[src/rtl/debounce_defs_pkg.sv]
// ---------------------------------------------------------------------------
// debounce_defs
//   Shared definitions for the latch input debouncer: the default stability
//   window and the FSM state encoding.
//
//   Contents:
//     DEFAULT_DEBOUNCE_CYCLES  default number of consecutive agreeing samples
//                              needed before a new level is accepted
//     state_t                  debouncer FSM states with fixed encodings
// ---------------------------------------------------------------------------
package debounce_defs;

  localparam int DEFAULT_DEBOUNCE_CYCLES = 16;

  typedef enum logic [1:0] {
    ST_LOW       = 2'd0,  // accepted level 0, input agrees
    ST_WAIT_HIGH = 2'd1,  // accepted level 0, input has been 1 for a while
    ST_HIGH      = 2'd2,  // accepted level 1, input agrees
    ST_WAIT_LOW  = 2'd3   // accepted level 1, input has been 0 for a while
  } state_t;

endpackage

[src/rtl/latch_input_debouncer_sync_2ff.sv]
// ---------------------------------------------------------------------------
// sync_2ff
//   1-bit two-flop synchroniser. Brings an asynchronous level into the clk
//   domain; the first flop may go metastable, the second gives it a full
//   cycle to resolve.
//
//   Ports:
//     clk  in   system clock, rising edge
//     rst  in   synchronous active-high reset, clears both flops to 0
//     d    in   asynchronous input
//     q    out  synchronised output (second flop)
// ---------------------------------------------------------------------------
module sync_2ff (
  input  logic clk,
  input  logic rst,
  input  logic d,
  output logic q
);

  logic meta;

  // NOTE: reset is sampled on the clock edge here, so rst lives inside the
  // edge-triggered block rather than in its sensitivity list.
  always_ff @(posedge clk) begin
    if (rst) begin
      meta <= 1'b0;
      q    <= 1'b0;
    end else begin
      meta <= d;
      q    <= meta;
    end
  end

endmodule

[src/rtl/latch_input_debouncer.sv]
// ---------------------------------------------------------------------------
// latch_input_debouncer
//   Conditions a raw, possibly bouncing input (e.g. a switch) for a D latch:
//   d_out is the clean debounced level for the latch D input, en_pulse is a
//   single-cycle strobe for the latch En input that fires once per accepted
//   change, in the cycle where d_out already shows the new level.
//
//   A new level is accepted on the DEBOUNCE_CYCLES-th consecutive edge at
//   which the sampled input differs from d_out; any shorter excursion is
//   discarded silently.
//
//   Build option:
//     DEBOUNCE_SYNC_EN  defined   -> raw_in passes through a 2-flop
//                                    synchroniser before the FSM
//                       undefined -> raw_in is sampled directly (for inputs
//                                    already synchronous to clk)
//
//   Ports:
//     clk         in   system clock, rising edge
//     rst         in   synchronous active-high reset
//     raw_in      in   raw input level
//     d_out       out  debounced level (latch D)
//     en_pulse    out  one-cycle strobe on any accepted change (latch En)
//     rise_pulse  out  one-cycle strobe on accepted 0->1
//     fall_pulse  out  one-cycle strobe on accepted 1->0
// ---------------------------------------------------------------------------
module latch_input_debouncer
  import debounce_defs::*;
#(
  parameter  int DEBOUNCE_CYCLES = DEFAULT_DEBOUNCE_CYCLES,
  localparam int CNT_W           = $clog2(DEBOUNCE_CYCLES + 1)
) (
  input  logic clk,
  input  logic rst,
  input  logic raw_in,
  output logic d_out,
  output logic en_pulse,
  output logic rise_pulse,
  output logic fall_pulse
);

  // Count value at which the next disagreeing sample is the accepting one.
  localparam logic [CNT_W-1:0] CNT_LAST = CNT_W'(DEBOUNCE_CYCLES - 1);

  logic s;

`ifdef DEBOUNCE_SYNC_EN
  sync_2ff u_sync (
    .clk (clk),
    .rst (rst),
    .d   (raw_in),
    .q   (s)
  );
`else
  assign s = raw_in;
`endif

  state_t           state, state_nxt;
  logic [CNT_W-1:0] cnt, cnt_nxt;
  logic             d_nxt, rise_nxt, fall_nxt;

  // NOTE: every output of this block gets a default first, so no path can
  // leave one unassigned and infer a latch.
  always_comb begin
    state_nxt = state;
    cnt_nxt   = cnt;
    d_nxt     = d_out;
    rise_nxt  = 1'b0;
    fall_nxt  = 1'b0;

    unique case (state)
      ST_LOW: begin
        cnt_nxt = '0;
        if (s) begin
          state_nxt = ST_WAIT_HIGH;
          cnt_nxt   = CNT_W'(1);
        end
      end

      ST_WAIT_HIGH: begin
        if (!s) begin
          state_nxt = ST_LOW;  // glitch rejected, count discarded
          cnt_nxt   = '0;
        end else if (cnt == CNT_LAST) begin
          state_nxt = ST_HIGH;
          cnt_nxt   = '0;
          d_nxt     = 1'b1;
          rise_nxt  = 1'b1;
        end else begin
          cnt_nxt = cnt + CNT_W'(1);
        end
      end

      ST_HIGH: begin
        cnt_nxt = '0;
        if (!s) begin
          state_nxt = ST_WAIT_LOW;
          cnt_nxt   = CNT_W'(1);
        end
      end

      ST_WAIT_LOW: begin
        if (s) begin
          state_nxt = ST_HIGH;
          cnt_nxt   = '0;
        end else if (cnt == CNT_LAST) begin
          state_nxt = ST_LOW;
          cnt_nxt   = '0;
          d_nxt     = 1'b0;
          fall_nxt  = 1'b1;
        end else begin
          cnt_nxt = cnt + CNT_W'(1);
        end
      end

      default: begin
        state_nxt = ST_LOW;
        cnt_nxt   = '0;
      end
    endcase
  end

  // d_out and the strobes are registered on the same accepting edge, so the
  // latch sees D already stable for the whole cycle En is high.
  // NOTE: non-blocking assignments here so every register samples the
  // pre-edge values regardless of statement order.
  always_ff @(posedge clk) begin
    if (rst) begin
      state      <= ST_LOW;
      cnt        <= '0;
      d_out      <= 1'b0;
      rise_pulse <= 1'b0;
      fall_pulse <= 1'b0;
      en_pulse   <= 1'b0;
    end else begin
      state      <= state_nxt;
      cnt        <= cnt_nxt;
      d_out      <= d_nxt;
      rise_pulse <= rise_nxt;
      fall_pulse <= fall_nxt;
      en_pulse   <= rise_nxt | fall_nxt;
    end
  end

endmodule

[config.mk]
export PLATFORM = sky130hd
export DESIGN_NAME = latch_input_debouncer
export DESIGN_NICKNAME = d
export VERILOG_FILES = /design/src/rtl/debounce_defs_pkg.sv /design/src/rtl/latch_input_debouncer_sync_2ff.sv /design/src/rtl/latch_input_debouncer.sv
export SDC_FILE = /design/constraint.sdc
export NUM_CORES = 1
export LEC_CHECK = 0
export ABC_AREA = 0
export CAP_MARGIN = 20
export CORE_AREA = 4 4 41 43
export DETAILED_ROUTE_END_ITERATION = 6
export DIE_AREA = 0 0 45 47
export MAX_ROUTING_LAYER = met4
export PLACE_DENSITY = 0.66
export SETUP_SLACK_MARGIN = 0.1
export SLEW_MARGIN = 20
export SYNTH_ARGS = -nofsm -noshare
export SYNTH_HDL_FRONTEND = slang
export SYNTH_HIERARCHICAL = 1
export SYNTH_SLANG_ARGS = --single-unit
export TNS_END_PERCENT = 50
[constraint.sdc]
create_clock -name clk -period 1.2 [get_ports clk]
set_input_delay 0.3 -clock clk [delete_from_list [all_inputs] [get_ports clk]]
set_output_delay 0.3 -clock clk [all_outputs]
set_load 0.02 [all_outputs]
==> summary.md, run 1 <==
| Metric | Value |
|---|---|
| Status | finished clean |
| Power Density | 1150 mW/mm^2 |
| Routed WL per cell | 11.5 um |
| Max Fclk | 880 MHz |
| Hold depth | 2 |
| Clock Pin Slew Worst Setup and Hold Paths | 0.07 ns |
| Worst-case clock skew | 0.00374 ns |
| Iteration-0 DRC count of the detailed router | 3 |
| Final #Nets | 63 |
| Clock latency on the worst-skew pair | 0.27 ns |
| GRT overflow | 0 |
| Initial antenna violation count | 0 |
| Most frequent cells in the layout | 9 x dfxtp_1, 7 x buf_4, 4 x buf_2 |
| Final GP Congestion | 0.854 |
| Buf/Inv on CP | 0 |
| Hold WC Path Type | input port to register |
| Worst vdd ir | 0.000589 V |
| RSZ-0062 raised after global routing | yes |
| Crit-path max cell delay | 0.35 ns |
| # setup viols final | 0 |
| GRT Total Usage | 9.92% |
| Initial core utilization | 32.9% |
| Fin area | 586 um^2 |
| Detailed Routing Iterations Pass 1 | 3 |
| Vias in the first global route | 360 |
| Post-Syn Nets | 46 |
| Lkg Pwr | 0.233 nW |
| Share of layout cells above drive strength 1 | 39.7% |
| Placed cell area | 563 um^2 |
| WP data arrival | 1.32 ns |
| Syn avg cell area | 10.2 um^2 |
| Pin count of the biggest net entering global routing | 8 |
| First-pass GRT wire length | 1350 um |
| Fillcell total | 136 |
| Slew Viols, Final | 0 |
| CP max-delay cell | dfxtp_2 |
| Via density | 5.03 |
| HPWL Detailed | 637 um |
| Diode count | 0 |
| Critical Path RT | 1.39 ns |
| Setup ws final | 0.0635 ns |
| Commonest non-fill, non-tap cell in the layout | dfxtp_1 |
| CP Class | register to register |
| Seq. cell area | 223 um^2 |
| H-tree depth | 1 |
| Cell area after synthesis | 428 um^2 |
| DIE AREA | 0.00212 mm^2 |
| Total CTS buffers | 3 |
| Deepest clock path buffer count | 2 |
| CTS Sinks | 11 |
| Multi-input gate area | 219 um^2 |
| Synthesized instance count | 42 |
| # IOs | 7 |
| Min Tclk post-route | 1.14 ns |
| Final Hold Fails | 0 |
| Fin crit share | 94.7% |
| PortBufs | 6 |
| Total core area | 0.00130 mm^2 |
| Slew at the pin with the worst max-slew slack | 0.267 ns |
| Post-CTS Hold Buffers | 0 |
| Seq/Total Area, Yosys | 51.5% |
| Area Growth Syn to Fin | 36.8% |
| FP Rows | 13 |
| Die Y | 47 um |
| Rel. slew slack | 82.2% |
| Pre-CTS worst setup slack | -0.340 ns |
| Seq cells post-synth | 11 |
| CP Max Fanout | 5 |
| Die width | 45 um |
| CP delay by family, top | simple AND/OR/NAND/NOR gates |
| TritonCTS clock tree | built |
| Max cap viols | 0 |
| Total number of vias | 367 |
| Nature of the critical path startpoint | register |
| Distinct cells, synth | 22 |
| Post-CTS setup buffer count | 0 |
| Reg2Reg Depth | 4 |
| Clock Root Buffer | clkbuf_4 |
| CP Depth | 4 |
| ANT nets after route | 0 |
| Final WL | 842 um |
| Crit path cell chain | ha_4 > and4b_2 > nand2_4 > nor4b_2 |
| Yosys warning count | 6 |
| Worst Setup End Kind | register |
| DRC | 0 |
-- layer usage --
metal | up-vias | wire length, um | track usage, %
met4 | 0 | 10 | 7.60
li1 | 182 | - | -
met1 | 172 | 335 | 7.83
met2 | 11 | 404 | 16.4
met5 | - | 0 | -
met3 | 2 | 91 | 6.13
-- worst register-to-register path: cells and delay by family, from the launching register on --
family	cells	cell delay (ns)
AND/OR/NAND/NOR	3	0.58
flip-flops	1	0.35
adder cells (fa/ha/maj)	1	0.13
-- repair_timing --
item / in CTS / in global routing
pin swaps: 1 / 0
gates resized for setup: 19 / 2
endpoints found under the setup margin: 13 / 7
-- state kept, by name, summed over array words and instances (netlist names), named ones only --
register    cells
cnt             5
d_out           1
en_pulse        1
fall_pulse      1
rise_pulse      1
state           1
-- logic make-up (layout without fill, tap and decap cells) --
family | after synthesis | after routing | synth area share [%]
adders and majority gates | 1 | 1 | 2.92
and+or+nand+nor | 17 | 17 | 26.6
DFF | 11 | 11 | 51.5
AOI/OAI and AO/OA | 7 | 7 | 8.48
buffers and inverters | 3 | 19 | 4.39
xor gates and xnor gates | 3 | 3 | 6.14
-- final timing paths --
kind          start    endpoint  slack, ns
max          cnt[1]  rise_pulse       0.06
min reg2reg  cnt[4]      cnt[4]       0.46
max reg2reg  cnt[1]  rise_pulse       0.06
min          raw_in  fall_pulse       0.46
-- cell type report --
class,instances,share of cell area (%)
Sequential cell,11,38.0
Multi-Input combinational cell,28,37.4
Inverter,2,1.28
Timing Repair Buffer,13,15.6
Clock buffer,4,4.49
Tap cell,15,3.21
-- synth_stat cells --
library cell,number,share of area (%)
buf_6,1,2.6
nand3b_1,1,1.8
nor3_1,1,1.2
a21oi_1,3,3.5
dfxtp_1,11,51
o21ai_0,3,3.5
ha_1,1,2.9
nand2b_1,1,1.5
a31oi_1,1,1.5
nor4b_2,1,3.5
xor2_1,2,4.1
inv_1,2,1.8
and4b_1,1,2.3
nand2_4,1,2.6
nand4b_1,1,2.0
nand2_1,1,0.88
nor3b_1,1,1.8
nand3_1,3,3.5
nand4_1,1,1.5
nor4_1,1,1.5
xnor2_1,1,2.0
nor2_1,3,2.6
-- where the power goes --
part	internal, mW	switching (mW)	leakage [nW]	total, mW
clock network	0.129	0.119	0.0150	0.248
logic	0.0236	0.0223	0.128	0.0458
registers	0.373	0.00720	0.0901	0.380
-- metrics by stage --
| step | TNS [ns] | hold slack (ns) | util, % | power, mW | cells |
|---|---|---|---|---|---|
| global placement | -1.65 | 0.442 | 43.3 | 0.437 | 69 |
| floorplan | 0 | 0.369 | - | 0.406 | 42 |
| detailed placement | -1.76 | 0.455 | 43.3 | 0.437 | 69 |
| finish | 0 | 0.460 | 45.0 | 0.674 | 73 |
| global route | -0.00109 | 0.473 | 45.0 | 0.709 | 73 |
| CTS | 0 | 0.440 | 44.1 | 0.683 | 73 |
(Power assumes the default switching activity.)
==> run 2, diff against run 1 <==
CORE_AREA = 2 2 39 41   (was 4 4 41 43)
DIE_AREA = 0 0 41 43   (was 0 0 45 47)
==> run 2 against run 1 <==
- via count down 0.27%
- sequential cell count unchanged
- core utilization up 1.1 points
- first-iteration DRC count up 67%
- clock skew up 0.0054 ns
- design area up 9.0%
- non-clock buffer count up 3
- combinational power up 29%
- worst setup slack worse by 0.011 ns
- sequential power about the same
==> summary.md, run 2 (synthesized netlist as in run 1, its figures left out) <==
| Metric | Value |
|---|---|
| HPWL Detailed | 581 um (-8.8%) |
| Lkg Pwr | 0.257 nW (+10%) |
| PortBufs | 6 (unchanged) |
| Pin count of the biggest net entering global routing | 8 (unchanged) |
| Setup Total Neg Slack | 0 ns (unchanged) |
| Initial core utilization | 30.9% (-2.0 points) |
| Final #Nets | 66 (+4.8%) |
| Final WL | 959 um (+14%) |
| CP Max Fanout | 5 (unchanged) |
| Detailed Routing Iterations Pass 1 | 4 (+1) |
| Clock Pin Slew Worst Setup and Hold Paths | 0.08 ns (about the same) |
| Deepest clock path buffer count | 2 (unchanged) |
| GRT Total Usage | 12.9% (+3.0 points) |
| CP max-delay cell | dfxtp_2 |
| Slew Viols, Final | 0 (unchanged) |
| Share of layout cells above drive strength 1 | 45.9% (+6.2 points) |
| Rel. slew slack | 81.1% (-1.1 points) |
| Clock share of power | 37.0% (+0.2 points) |
| Placed cell area | 572 um^2 (+1.6%) |
| Worst vdd ir | 0.000803 V (+36%) |
| Nature of the critical path startpoint | register |
| Critical Path RT | 1.39 ns (about the same) |
| Logic pwr share | 8.4% (+1.6 points) |
| Clock latency on the worst-skew pair | 0.27 ns (about the same) |
| Fin cells | 77 (+5.5%) |
| Clock Root Buffer | clkbuf_4 |
| ANT nets after route | 0 (unchanged) |
| Total CTS buffers | 3 (unchanged) |
| Area Growth Syn to Fin | 49.1% |
| # IOs | 7 (unchanged) |
| Die Y | 43 um (-8.5%) |
| NetSw | 164 uW (+11%) |
| CP Class | register to register |
| Worst Setup End Kind | register |
| Via density | 4.75 (-5.5%) |
| FP Rows | 14 (+1) |
| Die width | 41 um (-8.9%) |
| Power Density | 1090 mW/mm^2 (-5.0%) |
| Crit-path max cell delay | 0.35 ns (about the same) |
| Initial antenna violation count | 0 (unchanged) |
| H-tree depth | 1 (unchanged) |
| Fin area | 638 um^2 (+9.0%) |
| Commonest non-fill, non-tap cell in the layout | buf_4 |
| Max cap viols | 0 (unchanged) |
| # setup viols final | 0 (unchanged) |
| Most flop-heavy register | cnt |
| Iteration-0 DRC count of the detailed router | 5 (+2) |
| Vias in the first global route | 328 (-8.9%) |
| Final GP Congestion | 0.759 (-11%) |
| DIE AREA | 0.00176 mm^2 (-17%) |
| Largest register FFs | 5 (unchanged) |
| Worst-case clock skew | 0.00910 ns (+0.00536 ns) |
| Fillcell total | 143 (+5.1%) |
| First-pass GRT wire length | 1420 um (+5.1%) |
| Fin crit share | 95.6% (+0.90 points) |
| GRT overflow | 0 (unchanged) |
| WP data arrival | 1.34 ns (+0.02 ns) |
| Hold WC Path Type | register to register |
| RSZ-0062 raised after global routing | yes |
| Sw frac | 23.6% (+1.5 points) |
| CTS Sinks | 11 (unchanged) |
| Post-layout util | 46.1% (+1.1 points) |
| Diode count | 0 (unchanged) |
| Dpl cells | 71 (+2.9%) |
| Status | finished clean |
| Sequential share of power | 54.6% (-1.8 points) |
| Crit path cell chain | ha_4 > and4b_2 > nand2_4 > nor4b_4 |
| Post-CTS Hold Buffers | 0 (unchanged) |
| Slew at the pin with the worst max-slew slack | 0.283 ns (+0.0161 ns) |
| Max Fclk | 872 MHz (-0.94%) |
| Min Tclk post-route | 1.15 ns (+0.0108 ns) |
| Total number of vias | 366 (-0.27%) |
| Most frequent cells in the layout | 11 x buf_4, 8 x dfxtp_1 |
| Routed WL per cell | 12.5 um (+8.0%) |
| Total core area | 0.00138 mm^2 (+6.3%) |
| TritonCTS clock tree | built |
| DRC | 0 (unchanged) |
| Final Hold Fails | 0 (unchanged) |
| P_int | 533 uW (+1.4%) |
==> run 2: changes by cell type in the layout (fill, tap and decap cells not counted), sizes merged <==
cell	delta
buf	+3
==> run 2: path summary, 6_finish.rpt <==
kind,start,slack [ns],cells past startpoint,end
worst max register to register,cnt[1],0.05,4,rise_pulse
worst max-delay path,cnt[1],0.05,4,rise_pulse
worst min register to register,cnt[4],0.44,2,cnt[4]
worst min-delay path,cnt[4],0.44,2,cnt[4]
==> run 2: area by class of cell <==
type	count	area [um^2]	share of cell area, %
Multi-Input combinational cell	28	244	38.2
Sequential cell	11	224	35.1
Timing Repair Buffer	16	116	18.2
Clock buffer	4	26.3	4.12
Tap cell	16	20.0	3.14
Inverter	2	7.51	1.18
==> run 2: repair_timing <==
action / 4_1_cts / 5_1_grt
gates resized for setup: 20 / 7
cloned: 0 / 0
buffers inserted: 1 / 1
setup endpoints to repair: 10 / 9
pin swaps: 2 / 0
==> run 2: stage by stage <==
step                      total power, mW  setup slack [ns]  hold WS [ns]
final                               0.697            0.0528         0.443
after global routing                0.739           -0.0221         0.473
after CTS                           0.698            0.0431         0.447
after detailed placement            0.440            -0.270         0.437
after global placement              0.440            -0.270         0.435
after floorplan                     0.406            0.0856         0.369
==> run 2: critical path: cells and delay by family, from the launching register on <==
family	cells	cell delay, ns
adder cells (fa/ha/maj)	1	0.13
AND/OR/NAND/NOR	3	0.59
flip-flops	1	0.35
==> run 2: power by group through the flow <==
stage	Clock (mW)	Sequential, mW	Combinational [mW]
5_1_grt	0.294	0.382	0.0636
3_5_place_dp	0	0.389	0.0509
6_report	0.258	0.380	0.0589
3_3_place_gp	0	0.389	0.0512
2_1_floorplan	0	0.392	0.0139
4_1_cts	0.267	0.380	0.0508
==> run 2: layer usage <==
| metal | part of all wire, % | up-vias | wire, um | global-route usage (%) |
|---|---|---|---|---|
| li1 | - | 188 | - | - |
| met1 | 44 | 168 | 423 | 16.3 |
| met2 | 49 | 10 | 472 | 16.9 |
| met3 | 6.6 | 0 | 63 | 9.42 |
| met4 | 0 | 0 | 0 | 2.00 |
| met5 | 0 | - | 0 | - |
